--- config.mk ---
export PLATFORM = sky130hd
export DESIGN_NAME = vector_element_sequencer
export DESIGN_NICKNAME = d
export VERILOG_FILES = /design/src/rtl/vector_element_sequencer.sv
export SDC_FILE = /design/constraint.sdc
export NUM_CORES = 1
export LEC_CHECK = 0
export ABC_AREA = 1
export BUFFER_PORTS_ARGS = -buffer_cell sky130_fd_sc_hd__buf_2
export CELL_PAD_IN_SITES_DETAIL_PLACEMENT = 1
export CELL_PAD_IN_SITES_GLOBAL_PLACEMENT = 2
export CORE_AREA = 10 10 90 92
export DETAILED_ROUTE_END_ITERATION = 8
export DIE_AREA = 0 0 100 102
export GPL_TIMING_DRIVEN = 0
export PLACE_DENSITY_LB_ADDON = 0.1
export SKIP_LAST_GASP = 1
export SLEW_MARGIN = 20
export SYNTH_ARGS = -nofsm -noshare
export SYNTH_HDL_FRONTEND = slang
export SYNTH_SLANG_ARGS = --single-unit
--- constraint.sdc ---
create_clock -name CLK -period 5.2 [get_ports CLK]
set_clock_uncertainty 0.1 [all_clocks]
set_input_delay 1.04 -clock CLK [delete_from_list [all_inputs] [get_ports CLK]]
set_output_delay 1.04 -clock CLK [all_outputs]
set_load 0.02 [all_outputs]
--- src/rtl/vector_element_sequencer.sv ---
// Walks one vector instruction's element groups across NUM_LANES lanes and tracks groups in flight.
// Optional VSEQ_PERF_CNT_EN adds stall_cycles/issue_cycles performance counters.
module vector_element_sequencer #(
  parameter int NUM_LANES = 2,
  parameter int VL_W      = 8,
  parameter int MAX_OUT   = 4
) (
  input  logic                 CLK,
  input  logic                 nRST,
  input  logic                 start,
  input  logic [VL_W-1:0]      vl,
  input  logic                 vd_widen,
  input  logic                 stall,
  input  logic                 retire,
  input  logic                 flush,
  output logic                 ready,
  output logic                 busy,
  output logic                 issue_valid,
  output logic [VL_W-1:0]      elem_idx,
  output logic [NUM_LANES-1:0] lane_en,
  output logic [VL_W:0]        vd_offset,
  output logic                 last,
  output logic                 done,
  output logic                 retire_err,
`ifdef VSEQ_PERF_CNT_EN
  output logic [15:0]          stall_cycles,
  output logic [15:0]          issue_cycles,
`endif
  output logic [1:0]           state_dbg
);

  // Handshake: start is consumed on any cycle where ready=1 and flush=0.
  // issue_valid has no ready; stall is the only downstream back-pressure.
  typedef enum logic [1:0] {IDLE = 2'd0, ISSUE = 2'd1, DRAIN = 2'd2} state_t;

  localparam int CW = VL_W + 4;
  localparam logic [3:0] MAX_C = 4'(MAX_OUT);

  state_t          state_q, state_d;
  logic [VL_W:0]   base_q, base_d;
  logic [VL_W-1:0] vl_q, vl_d;
  logic            widen_q, widen_d;
  logic [3:0]      out_q, out_d;
  logic            done_q, done_d;
  logic            err_q, err_d;
  logic            start_acc;
  logic            is_last;

  assign ready      = (state_q == IDLE);
  assign busy       = ~ready;
  assign done       = done_q;
  assign retire_err = err_q;
  assign state_dbg  = state_q;
  assign start_acc  = ready && start && !flush;
  assign is_last    = (CW'(base_q) + CW'(NUM_LANES)) >= CW'(vl_q);

  always_comb begin
    state_d     = state_q;
    base_d      = base_q;
    vl_d        = vl_q;
    widen_d     = widen_q;
    out_d       = out_q;
    done_d      = 1'b0;
    err_d       = err_q;
    issue_valid = 1'b0;
    elem_idx    = '0;
    lane_en     = '0;
    vd_offset   = '0;
    last        = 1'b0;

    if (state_q == ISSUE && !stall && !flush && out_q < MAX_C) begin
      issue_valid = 1'b1;
      elem_idx    = base_q[VL_W-1:0];
      for (int i = 0; i < NUM_LANES; i++)
        lane_en[i] = (CW'(base_q) + CW'(i)) < CW'(vl_q);
      vd_offset   = widen_q ? {base_q[VL_W-1:0], 1'b0} : {1'b0, base_q[VL_W-1:0]};
      last        = is_last;
    end

    if (start_acc) err_d = 1'b0;

    // Simultaneous issue and retire leaves the count unchanged.
    if (issue_valid && !retire) begin
      out_d = out_q + 4'd1;
    end else if (!issue_valid && retire) begin
      if (out_q != 4'd0) out_d = out_q - 4'd1;
      else               err_d = 1'b1;
    end

    case (state_q)
      IDLE: begin
        if (start_acc) begin
          vl_d    = vl;
          widen_d = vd_widen;
          base_d  = '0;
          if (vl != '0) state_d = ISSUE;
          else          done_d  = 1'b1;
        end
      end
      ISSUE: begin
        if (issue_valid) begin
          base_d = base_q + (VL_W+1)'(NUM_LANES);
          if (is_last) state_d = DRAIN;
        end
      end
      DRAIN: begin
        if (out_d == 4'd0) begin
          state_d = IDLE;
          done_d  = 1'b1;
        end
      end
      default: state_d = IDLE;
    endcase

    // Flush aborts everything, including any retire bookkeeping this cycle.
    if (flush) begin
      state_d = IDLE;
      base_d  = '0;
      out_d   = '0;
      done_d  = 1'b0;
      err_d   = err_q;
    end
  end

  always_ff @(posedge CLK) begin
    if (!nRST) begin
      state_q <= IDLE;
      base_q  <= '0;
      vl_q    <= '0;
      widen_q <= 1'b0;
      out_q   <= '0;
      done_q  <= 1'b0;
      err_q   <= 1'b0;
    end else begin
      state_q <= state_d;
      base_q  <= base_d;
      vl_q    <= vl_d;
      widen_q <= widen_d;
      out_q   <= out_d;
      done_q  <= done_d;
      err_q   <= err_d;
    end
  end

`ifdef VSEQ_PERF_CNT_EN
  always_ff @(posedge CLK) begin
    if (!nRST || start_acc) begin
      stall_cycles <= '0;
      issue_cycles <= '0;
    end else begin
      if (state_q == ISSUE && !issue_valid && stall_cycles != 16'hFFFF)
        stall_cycles <= stall_cycles + 16'd1;
      if (issue_valid && issue_cycles != 16'hFFFF)
        issue_cycles <= issue_cycles + 16'd1;
    end
  end
`endif

endmodule

* After elaboration in Yosys (flattened, before gate mapping) *
Index checks and enable logic that the tools add are counted.

operators by class
  add/subtract/negate cells = 5
  order comparisons = 4
  eq/ne operators = 7
  muxes and demuxes = 26
  bitwise gates (word level) = 2
  reductions and logical operators = 20

operators by type and width
  cell                  number
  $mux 9                4
  $pmux 9 s2            1
  $mux 2                6
  $mux 4                3
  $add 9x1->10 const B  1
  $add 9x2->10 const B  1
  $ge 10x8->1           1
  $lt 10x8->1           1
  $add 9x2->9 const B   1
  $lt 9x8->1            1
  $mux 1                9
  $mux 8                1
  $reduce_bool 8->1     1
  $logic_and 1x1->1     7
  $ne 2x2->1 const B    3
  $pmux 2 s3            1
  $reduce_and 5->1      1
  $add 4x1->4 const B   1
  $logic_not 1->1       4
  $logic_not 4->1       1
  $lt 4x3->1 const B    1
  $ne 2x1->1 const B    2
  $reduce_bool 4->1     1
  $sub 4x1->4 const B   1
  other kinds (9)       10

word-level totals
  bits in registers = 26
  input bits = 15
  output and inout bits = 27
  logic and storage cells = 71

* Longest topological paths before layout *
Gate-level depths: netlist of run 1.

  depth in word-level cells = 12
  depth in mapped cells = 16
  gate-level depth less buffers = 16

* Least setup slack after synthesis of run 1 *
No wires, ideal clock.

  path kind = input-to-output
  start = in flush
  end = out vd_offset[1]
  arrival = 2.121 ns
  data required time = 4.060 ns
  path slack = 1.939 ns
  stages = 5
  path buffers = 2
  cell sequence = nor2_1 -> nand3_2 -> buf_6 -> clkbuf_1 -> nor3_1

on the way
  word-level cells in the longest chain between the ends = 4

RTL lines
  item                            RTL line  source
  start: declaration              15        input logic flush,
  $logic_not 1->1                 71        if (state_q == ISSUE && !stall && !flush && out_q < MAX_C) begin
  $logic_and 1x1->1 (2 in a row)  71
  $mux 9                          71
  end: declaration                21        output logic [VL_W:0] vd_offset,

Every way passes these cells.

* Worst setup path after layout of run 1 *
  start = reg base_q[2]
  end = out last

on the way
  word-level cells in the longest chain between the ends = 3

RTL lines
  item                      RTL line  source
  start: declaration        40        logic [VL_W:0] base_q, base_d;
  start signal: assignment  136       base_q <= base_d;
  $add 9x2->10              55        assign is_last = (CW'(base_q) + CW'(NUM_LANES)) >= CW'(vl_q);
  $ge 10x8->1               55
  $mux 1                    71
  end: declaration          22        output logic last,

Every way passes these cells.

==> results of run 1 <==
[cell families (layout without fill, tap and decap cells)]
logic type               after synthesis  after routing
other                                  1              2
buffers and inverters                 62            105
flip-flops                            25             25
AND/OR/NAND/NOR                      125            125
adder cells (fa/ha/maj)               23             23
XOR/XNOR                               7              7
AO/OA/AOI/OAI                         50             50
[path summary, 6_finish.rpt]
kind	startpoint	end	slack (ns)
max reg2reg	base_q[2]	state_dbg[0]	2.75
min	base_q[8]	base_q[8]	0.40
max	base_q[2]	last	1.40
min reg2reg	base_q[8]	base_q[8]	0.40
[sequential cells by signal, summed over array words and instances (netlist names)]
signal / count
retire_err: 1
widen_q: 1
vl_q: 8
state_dbg: 2
base_q: 8
out_q: 4
done: 1
[cells in the mapped netlist (all sizes together)]
cell    number  area, sq um
nor3         1         5.00
nand3b       2         15.0
nor4         2         12.5
nor2        39          171
buf          5         38.8
a31oi        1         6.26
and2         1         6.26
nand2       60          238
o31ai        1         7.51
nand4        4         25.0
xor2         7         61.3
nand3       16          108
a211oi       6         45.0
ha          23          288
dfxtp       25          500
clkinv       1         3.75
o21ai       15         75.1
a21oi       24          124
inv         46          173
o21bai       3         22.5
conb         1         3.75
clkbuf      10         38.8
[worst reg2reg max path, delay by kind of cell, from the launching register on]
| kind | cells | cell delay, ns |
|---|---|---|
| AND/OR/NAND/NOR | 11 | 0.93 |
| adder cells (fa/ha/maj) | 2 | 0.52 |
| flip-flops | 1 | 0.49 |
| XOR/XNOR | 1 | 0.21 |
| AO/OA/AOI/OAI | 1 | 0.08 |
| buffers and inverters | 1 | 0.08 |
[final cells by class]
class / instances / share of cell area
Buffer: 15 / 0.0336
Tap cell: 77 / 0.0417
Inverter: 47 / 0.0764
Sequential cell: 25 / 0.217
Timing Repair Buffer: 39 / 0.0846
Clock buffer: 4 / 0.0195
Multi-Input combinational cell: 207 / 0.527
[through the flow]
stage / cells / cell area [sq um] / utilization
6_report: 414 / 2310 / 0.368
5_1_grt: 414 / 2310 / 0.368
4_1_cts: 414 / 2310 / 0.368
3_5_place_dp: 410 / 2260 / 0.361
3_3_place_gp: 410 / 2260 / 0.361
2_1_floorplan: 294 / 1970 / -
[power groups by stage]
stage | registers (mW) | clock network, mW | logic (mW)
after floorplan | 0.205 | 0 | 0.0470
after global placement | 0.205 | 0 | 0.0723
after detailed placement | 0.205 | 0 | 0.0735
after CTS | 0.200 | 0.124 | 0.0737
after global routing | 0.202 | 0.130 | 0.0845
final | 0.200 | 0.118 | 0.0718
[routing by layer]
layer,global-route usage,part of all wire
met5,0,0
met4,0.0228,0.0051
met3,0.0270,0.042
met2,0.194,0.48
met1,0.146,0.47
==> flow_summary.yaml, run 1 <==
hold_path:
  hold_path.class: "flop to flop"
  hold_depth: 2
sta:
  hold_ws_ns: 0.402
  relSlewSlack: 0.590
  fin_crit_ns: 3.80
  finalCritPeriodShare: 0.731
  rsz0062_at_grt: "false"
  worst_slew_pin_slew_ns: 0.613
  setup_violations: 0
  fin_ws_ns: 1.40
  hold_viol: 0
  fmax_ghz: 0.263
  drv_slew: 0
  fin_setup_tns_ns: 0
global_routing:
  gr-total-overflow: 0
  grt_max_degree: 14
  grt_usage: 0.115
  grt_pass1_wl_um: 9740
  antenna_found_initial: 0
  first_global_vias: 2043
logic_synthesis:
  synthAdderAreaFrac: 0.146
  ys.warnings.count: 0
  synth-compound-area-share: 0.142
  synth_top_family_by_area: "simple AND/OR/NAND/NOR gates"
  avgSynthCellArea_sq_um: 6.72
  syn_area_sq_mm: 0.00197
  synth_xor_area_frac: 0.0312
  yosysSeqAreaShare: 0.254
  synthMuxAreaShare: 0
  ys_types: 33
  ys_ff_latch: 25
  syn_inst: 293
  synthSimpleGateAreaFrac: 0.295
clock_network:
  cts_resized: 0
  cts_tree: "done"
  cts_buffers: 3
  holdBufCountCts: 0
  clkTransAtPathRegs_ns: 0.09
  clock_latency_ns: 0.26
  cts.sinks: 25
  cts.root.buffer_cell: "clkbuf_8"
  cts_htree_levels: 1
  post_cts_buffers: 0
  clk_path_buf_depth: 2
power_and_ir_drop:
  p_sw_mw: 0.113
  power.total_mw: 0.390
  ir_drop_v: 0.0000814
  power_leakage_nw: 1.11
  clock_power_share: 0.302
  power_frac_seq: 0.514
  pwr-share-comb: 0.184
  powerDensity_mw_per_mm2: 169
  switching_share: 0.291
  p_int_mw: 0.277
critical_path:
  cp_max_fo: 7
  crit_path_max_incr_delay_ns: 0.49
  crit_arrival_ns: 2.66
  end_kind: "output port"
  path_cells: "ha_1, nand2_1, nor2_1, xor2_1, ha_1, nand2_1, nor2_1, o21ai_0, nand3_1, nand2_1, nand2_1, nand2_1, nand2_1, nand2_1, inv_1, buf_2"
  path_depth: 16
  worst_setup_path_start_kind: "flop"
  crit_type: "flop to output port"
  crit_slowest_cell: "dfxtp_1"
  worstPathRequired_ns: 4.06
  worst-path-buf-inv: 2
  crit_family: "simple AND/OR/NAND/NOR gates"
  reg2regPathDepth: 16
  cpMostUsedCell: "nand2_1"
die:
  die-width_um: 100
  rows: 29
  die_area_sq_mm: 0.0102
  initial_core_util: 0.314
  pin_count: 42
  core_sq_mm: 0.00628
  fp.dieH_um: 102
flow_run:
  max_cap_viol_count: 0
routing:
  drt_wl_total_um: 5720
  firstDrtPassIters: 4
  drt-initial-drc-count: 53
  via_per_inst: 4.67
  drc_errors: 0
  wl_per_cell_um: 13.8
  vias: 1934
  antenna_left: 0
final_layout:
  final_cell_mix: "nand2_1, inv_1, buf_2"
  area_growth_pct: 17.3
  seqCellArea_sq_um: 500
  drive_gt1_frac: 0.187
  diodes: 0
  fin_nets: 376
  final_common_cell: "nand2_1"
  fill_cells: 849
  multi_input_area_sq_mm: 0.00122
place:
  hpwl_um: 4820
  pre_cts_ws_ns: 1.68
  place_congestion: 0.744
  io_buffers: 39
outcome:
  outcome: "complete, no violations"
No activity file was read; power rests on OpenSTA's default activity.
==> inputs of run 2 (changes only) <==
--- a/config.mk
+++ b/config.mk
@@ -9,9 +9,9 @@
 export BUFFER_PORTS_ARGS = -buffer_cell sky130_fd_sc_hd__buf_2
 export CELL_PAD_IN_SITES_DETAIL_PLACEMENT = 1
 export CELL_PAD_IN_SITES_GLOBAL_PLACEMENT = 2
-export CORE_AREA = 10 10 90 92
+export CORE_AREA = 10 10 94 96
 export DETAILED_ROUTE_END_ITERATION = 8
-export DIE_AREA = 0 0 100 102
+export DIE_AREA = 0 0 104 106
 export GPL_TIMING_DRIVEN = 0
 export PLACE_DENSITY_LB_ADDON = 0.1
 export SKIP_LAST_GASP = 1
==> constraint.sdc (replaced) <==
create_clock -name CLK -period 3.5 [get_ports CLK]
set_clock_uncertainty 0.1 [all_clocks]
set_input_delay 0.7 -clock CLK [delete_from_list [all_inputs] [get_ports CLK]]
set_output_delay 0.7 -clock CLK [all_outputs]
set_load 0.02 [all_outputs]
==> run 2 against run 1 <==
  * Hold slack got worse by 0.0070 ns
  * Utilization decreased by 3.1 points
  * Sequential power up 48%
  * Wire length rose by 2.9%
  * Die area is 8.1% higher
  * Sequential share of layout area shrank 0.24 points
  * Global-route usage down 0.44 points
  * Largest cell class unchanged
  * Non-clock buffer count rose by 3
  * Design area increased by 2.9%
  * Combinational power increased by 49%
  * Sequential cell count is the same
  * Total power increased by 51%
  * Largest power group unchanged
==> flow_summary.yaml, run 2 (synthesis results as in run 1) <==
die:
  die-width_um: 104
  fp.dieH_um: 106
  die_area_sq_mm: 0.0110
  core_sq_mm: 0.00706
  pin_count: 42
  initial_core_util: 0.279
  rows: 31
routing:
  antenna_left: 0
  wl_per_cell_um: 13.4
  via_per_inst: 4.42
  drc_errors: 0
  vias: 1941
  firstDrtPassIters: 5
  drt-initial-drc-count: 47
  drt_wl_total_um: 5890
sta:
  finalCritPeriodShare: 0.925
  fin_setup_tns_ns: 0
  fmax_ghz: 0.309
  rsz0062_at_grt: "false"
  fin_crit_ns: 3.24
  worst_slew_pin_slew_ns: 0.681
  drv_slew: 0
  setup_violations: 0
  hold_viol: 0
  fin_ws_ns: 0.263
  relSlewSlack: 0.546
critical_path:
  crit_path_max_incr_delay_ns: 0.39
  crit_arrival_ns: 2.44
  cp_max_fo: 5
  crit_slowest_cell: "dfxtp_4"
  path_cells: "ha_1, nand2_1, nor2_2, xor2_1, ha_1, nand2_1, nor2_1, o21ai_1, nand3_1, nand2_1, nand2_1, nand2_1, nand2_1, nand2_2, inv_1, buf_4"
  worst_setup_path_start_kind: "flop"
  cpMostUsedCell: "nand2_1"
  crit_type: "flop to output port"
  reg2regPathDepth: 16
  worstPathRequired_ns: 2.70
  end_kind: "output port"
clock_network:
  cts.sinks: 25
  cts_tree: "done"
  clock_latency_ns: 0.27
  clkTransAtPathRegs_ns: 0.10
  cts.root.buffer_cell: "clkbuf_8"
  clk_path_buf_depth: 2
  cts_buffers: 3
  cts_htree_levels: 1
final_layout:
  final_common_cell: "nand2_1"
  fin_nets: 379
  fin_area_sq_mm: 0.00237
  fin_cells: 439
  largestRegisters: "base_q (8), vl_q (8), out_q (4)"
  final_util: 0.336
  diodes: 0
  area_growth_pct: 20.7
  drive_gt1_frac: 0.209
  final_cell_mix: "nand2_1, inv_1, buf_2"
global_routing:
  grtUsageMet3: 0.0193
  gr-total-overflow: 0
  grt_usage: 0.110
  grt_use_met2: 0.198
  top_usage_layer: "met2"
  grt_max_degree: 14
  grt_pass1_wl_um: 10400
  first_global_vias: 2084
  antenna_found_initial: 0
  use_met1: 0.135
power_and_ir_drop:
  ir_drop_v: 0.000132
  power_leakage_nw: 1.13
  powerDensity_mw_per_mm2: 248
place:
  pre_cts_ws_ns: 0.283
  postPlaceCellArea_sq_mm: 0.00229
  hpwl_um: 4920
  place_congestion: 0.716
  dp.cells: 432
  io_buffers: 39
hold_path:
  hold_depth: 2
  hold_path.class: "flop to flop"
outcome:
  outcome: "complete, no violations"
flow_run:
  max_cap_viol_count: 0
-- run 2: changes by cell type in the layout (fill, tap and decap cells not counted), sizes merged --
cell  change
buf       +3
-- run 2: final cells by class --
| type | count | area [sq um] |
|---|---|---|
| plain buffers | 15 | 77.6 |
| clock buffers | 4 | 45.0 |
| fillers | 943 | 4680 |
| multi-input cells | 207 | 1220 |
| inverters | 47 | 176 |
| well taps | 99 | 124 |
| flip-flops and latches | 25 | 509 |
| repair buffers | 42 | 220 |
-- run 2: routing by layer --
metal | part of all wire | routed length, um
met1 | 0.47 | 2760
met2 | 0.50 | 2930
met3 | 0.029 | 170
met4 | 0.0049 | 29
met5 | 0 | 0
-- run 2: worst paths after layout --
path	start	to	slack [ns]
max reg2reg	base_q[1]	state_dbg[0]	1.27
min	base_q[8]	base_q[8]	0.40
max	base_q[1]	last	0.26
min reg2reg	base_q[8]	base_q[8]	0.40
-- run 2: per-stage QoR --
step	hold slack, ns	power [mW]
final	0.395	0.590
after global routing	0.433	0.631
after CTS	0.399	0.601
after detailed placement	0.383	0.413
after global placement	0.373	0.412
after floorplan	0.358	0.375
-- run 2: worst max-delay path, delay by kind of cell, from the launching register on --
family / cells / cell delay, ns
AOI/OAI and AO/OA: 1 / 0.09
DFF: 1 / 0.39
and+or+nand+nor: 10 / 0.80
xor gates and xnor gates: 1 / 0.20
adders and majority gates: 2 / 0.45
buffers and inverters: 2 / 0.23
-- run 2: timing repair --
action | in CTS | in global routing
pin swaps | 0 | 2
buffers inserted | 0 | 3
endpoints found under the setup margin | 1 | 1
gates resized for setup | 1 | 8
hold buffers | 0 | 0
-- run 2: report_power, final --
part	internal (mW)	switching, mW	leakage, nW
clock network	0.0817	0.104	0.0228
logic	0.0372	0.0703	0.901
registers	0.292	0.00461	0.206
==> inputs of run 3 (changes only) <==
--- a/config.mk
+++ b/config.mk
@@ -14,6 +14,7 @@
 export DIE_AREA = 0 0 104 106
 export GPL_TIMING_DRIVEN = 0
 export PLACE_DENSITY_LB_ADDON = 0.1
+export RECOVER_POWER = 25
 export SKIP_LAST_GASP = 1
 export SLEW_MARGIN = 20
 export SYNTH_ARGS = -nofsm -noshare
==> run 3 against run 2 <==
  * Sequential power is essentially flat
  * Global-route usage stayed put
  * Critical path type unchanged
  * Critical endpoint unchanged
  * Clock power hardly changed
==> flow_summary.yaml, run 3 (synthesis results as in run 1) <==
global_routing:
  grt_usage: 0.110
  grt_pass1_wl_um: 10400
  gr-total-overflow: 0
  grt_max_degree: 14
  antenna_found_initial: 0
  first_global_vias: 2084
clock_network:
  cts.sinks: 25
  holdBufCountCts: 0
  cts_htree_levels: 1
  clkTransAtPathRegs_ns: 0.10
  cts_tree: "done"
  cts.root.buffer_cell: "clkbuf_8"
  cts_buffers: 3
  clk_path_buf_depth: 2
  clock_latency_ns: 0.27
final_layout:
  multi_input_area_sq_mm: 0.00122
  fin_area_sq_mm: 0.00236
  final_common_cell: "nand2_1"
  fin_nets: 379
  fill_cells: 944
  area_growth_pct: 20.2
  largestRegisters: "base_q (8), vl_q (8), out_q (4)"
  diodes: 0
  fin_cells: 439
  drive_gt1_frac: 0.194
  final_util: 0.335
  final_cell_mix: "nand2_1, inv_1, buf_2"
  seqCellArea_sq_um: 509
die:
  initial_core_util: 0.279
  die-width_um: 104
  core_sq_mm: 0.00706
  fp.dieH_um: 106
  pin_count: 42
  die_area_sq_mm: 0.0110
  rows: 31
routing:
  vias: 1937
  wl_per_cell_um: 13.4
  drt-initial-drc-count: 48
  drt_wl_total_um: 5880
  firstDrtPassIters: 4
  drc_errors: 0
  antenna_left: 0
  via_per_inst: 4.41
sta:
  fin_crit_ns: 3.24
  relSlewSlack: 0.546
  finalCritPeriodShare: 0.925
  fin_setup_tns_ns: 0
  fin_ws_ns: 0.264
  drv_slew: 0
  fmax_ghz: 0.309
  setup_violations: 0
  rsz0062_at_grt: "false"
  worst_slew_pin_slew_ns: 0.680
  hold_viol: 0
place:
  postPlaceCellArea_sq_mm: 0.00229
  place_congestion: 0.716
  dp.cells: 432
  hpwl_um: 4920
  pre_cts_ws_ns: 0.283
  io_buffers: 39
critical_path:
  cp_max_fo: 5
  crit_type: "flop to output port"
  worstPathRequired_ns: 2.70
  crit_arrival_ns: 2.44
  worst_setup_path_start_kind: "flop"
  end_kind: "output port"
flow_run:
  max_cap_viol_count: 0
power_and_ir_drop:
  ir_drop_v: 0.000130
  power_leakage_nw: 1.11
  powerDensity_mw_per_mm2: 249
hold_path:
  hold_path.class: "flop to flop"
outcome:
  outcome: "complete, no violations"
==> run 3: cell types whose count changed in the layout (fill, tap and decap cells not counted) <==
cell,change
clkbuf_1,+4
nand3_2,-1
buf_2,-4
nand3_1,+1
==> run 3: per-stage QoR <==
stage / power [mW] / hold slack, ns
6_report: 0.588 / 0.395
5_1_grt: 0.630 / 0.433
4_1_cts: 0.601 / 0.399
3_5_place_dp: 0.413 / 0.383
3_3_place_gp: 0.412 / 0.373
2_1_floorplan: 0.375 / 0.358
==> run 3: area by class of cell <==
| type | instances | share of cell area |
|---|---|---|
| Clock buffer | 4 | 0.0190 |
| Multi-Input combinational cell | 207 | 0.515 |
| Sequential cell | 25 | 0.215 |
| Inverter | 47 | 0.0746 |
| Tap cell | 99 | 0.0524 |
| Buffer | 15 | 0.0328 |
| Timing Repair Buffer | 42 | 0.0910 |
==> run 3: final timing paths <==
path / start / end / slack (ns) / depth (start not counted)
max: base_q[1] / last / 0.26 / 16
min: base_q[8] / base_q[8] / 0.40 / 2
max reg2reg: base_q[1] / state_dbg[0] / 1.27 / 16
min reg2reg: base_q[8] / base_q[8] / 0.40 / 2
==> run 3: critical path: stages, from the launching register on <==
cell	delay, ns
dfxtp_4	0.39
ha_1	0.18
nand2_1	0.07
nor2_2	0.13
xor2_1	0.20
ha_1	0.27
nand2_1	0.10
nor2_1	0.05
o21ai_1	0.09
nand3_1	0.10
nand2_1	0.07
nand2_1	0.05
nand2_1	0.05
nand2_1	0.08
nand2_2	0.10
inv_1	0.07
buf_4	0.16
==> run 3: repair_timing <==
item | CTS | global route
pin swaps | 0 | 2
gates resized for setup | 1 | 8
setup buffers | 0 | 3
endpoints found under the setup margin | 1 | 1
==> run 3: where the power goes <==
group | internal, mW | switching (mW)
Clock | 0.0817 | 0.103
Combinational | 0.0366 | 0.0700
Sequential | 0.292 | 0.00463
==> run 3: per-layer routing <==
metal / track usage / share of wire / wire length [um] / vias up
met5: 0 / 0 / 0 / -
met4: 0.0209 / 0.0049 / 29 / 0
met1: 0.135 / 0.47 / 2750 / 897
met2: 0.198 / 0.50 / 2930 / 19
li1: - / - / - / 1019
met3: 0.0193 / 0.029 / 169 / 2
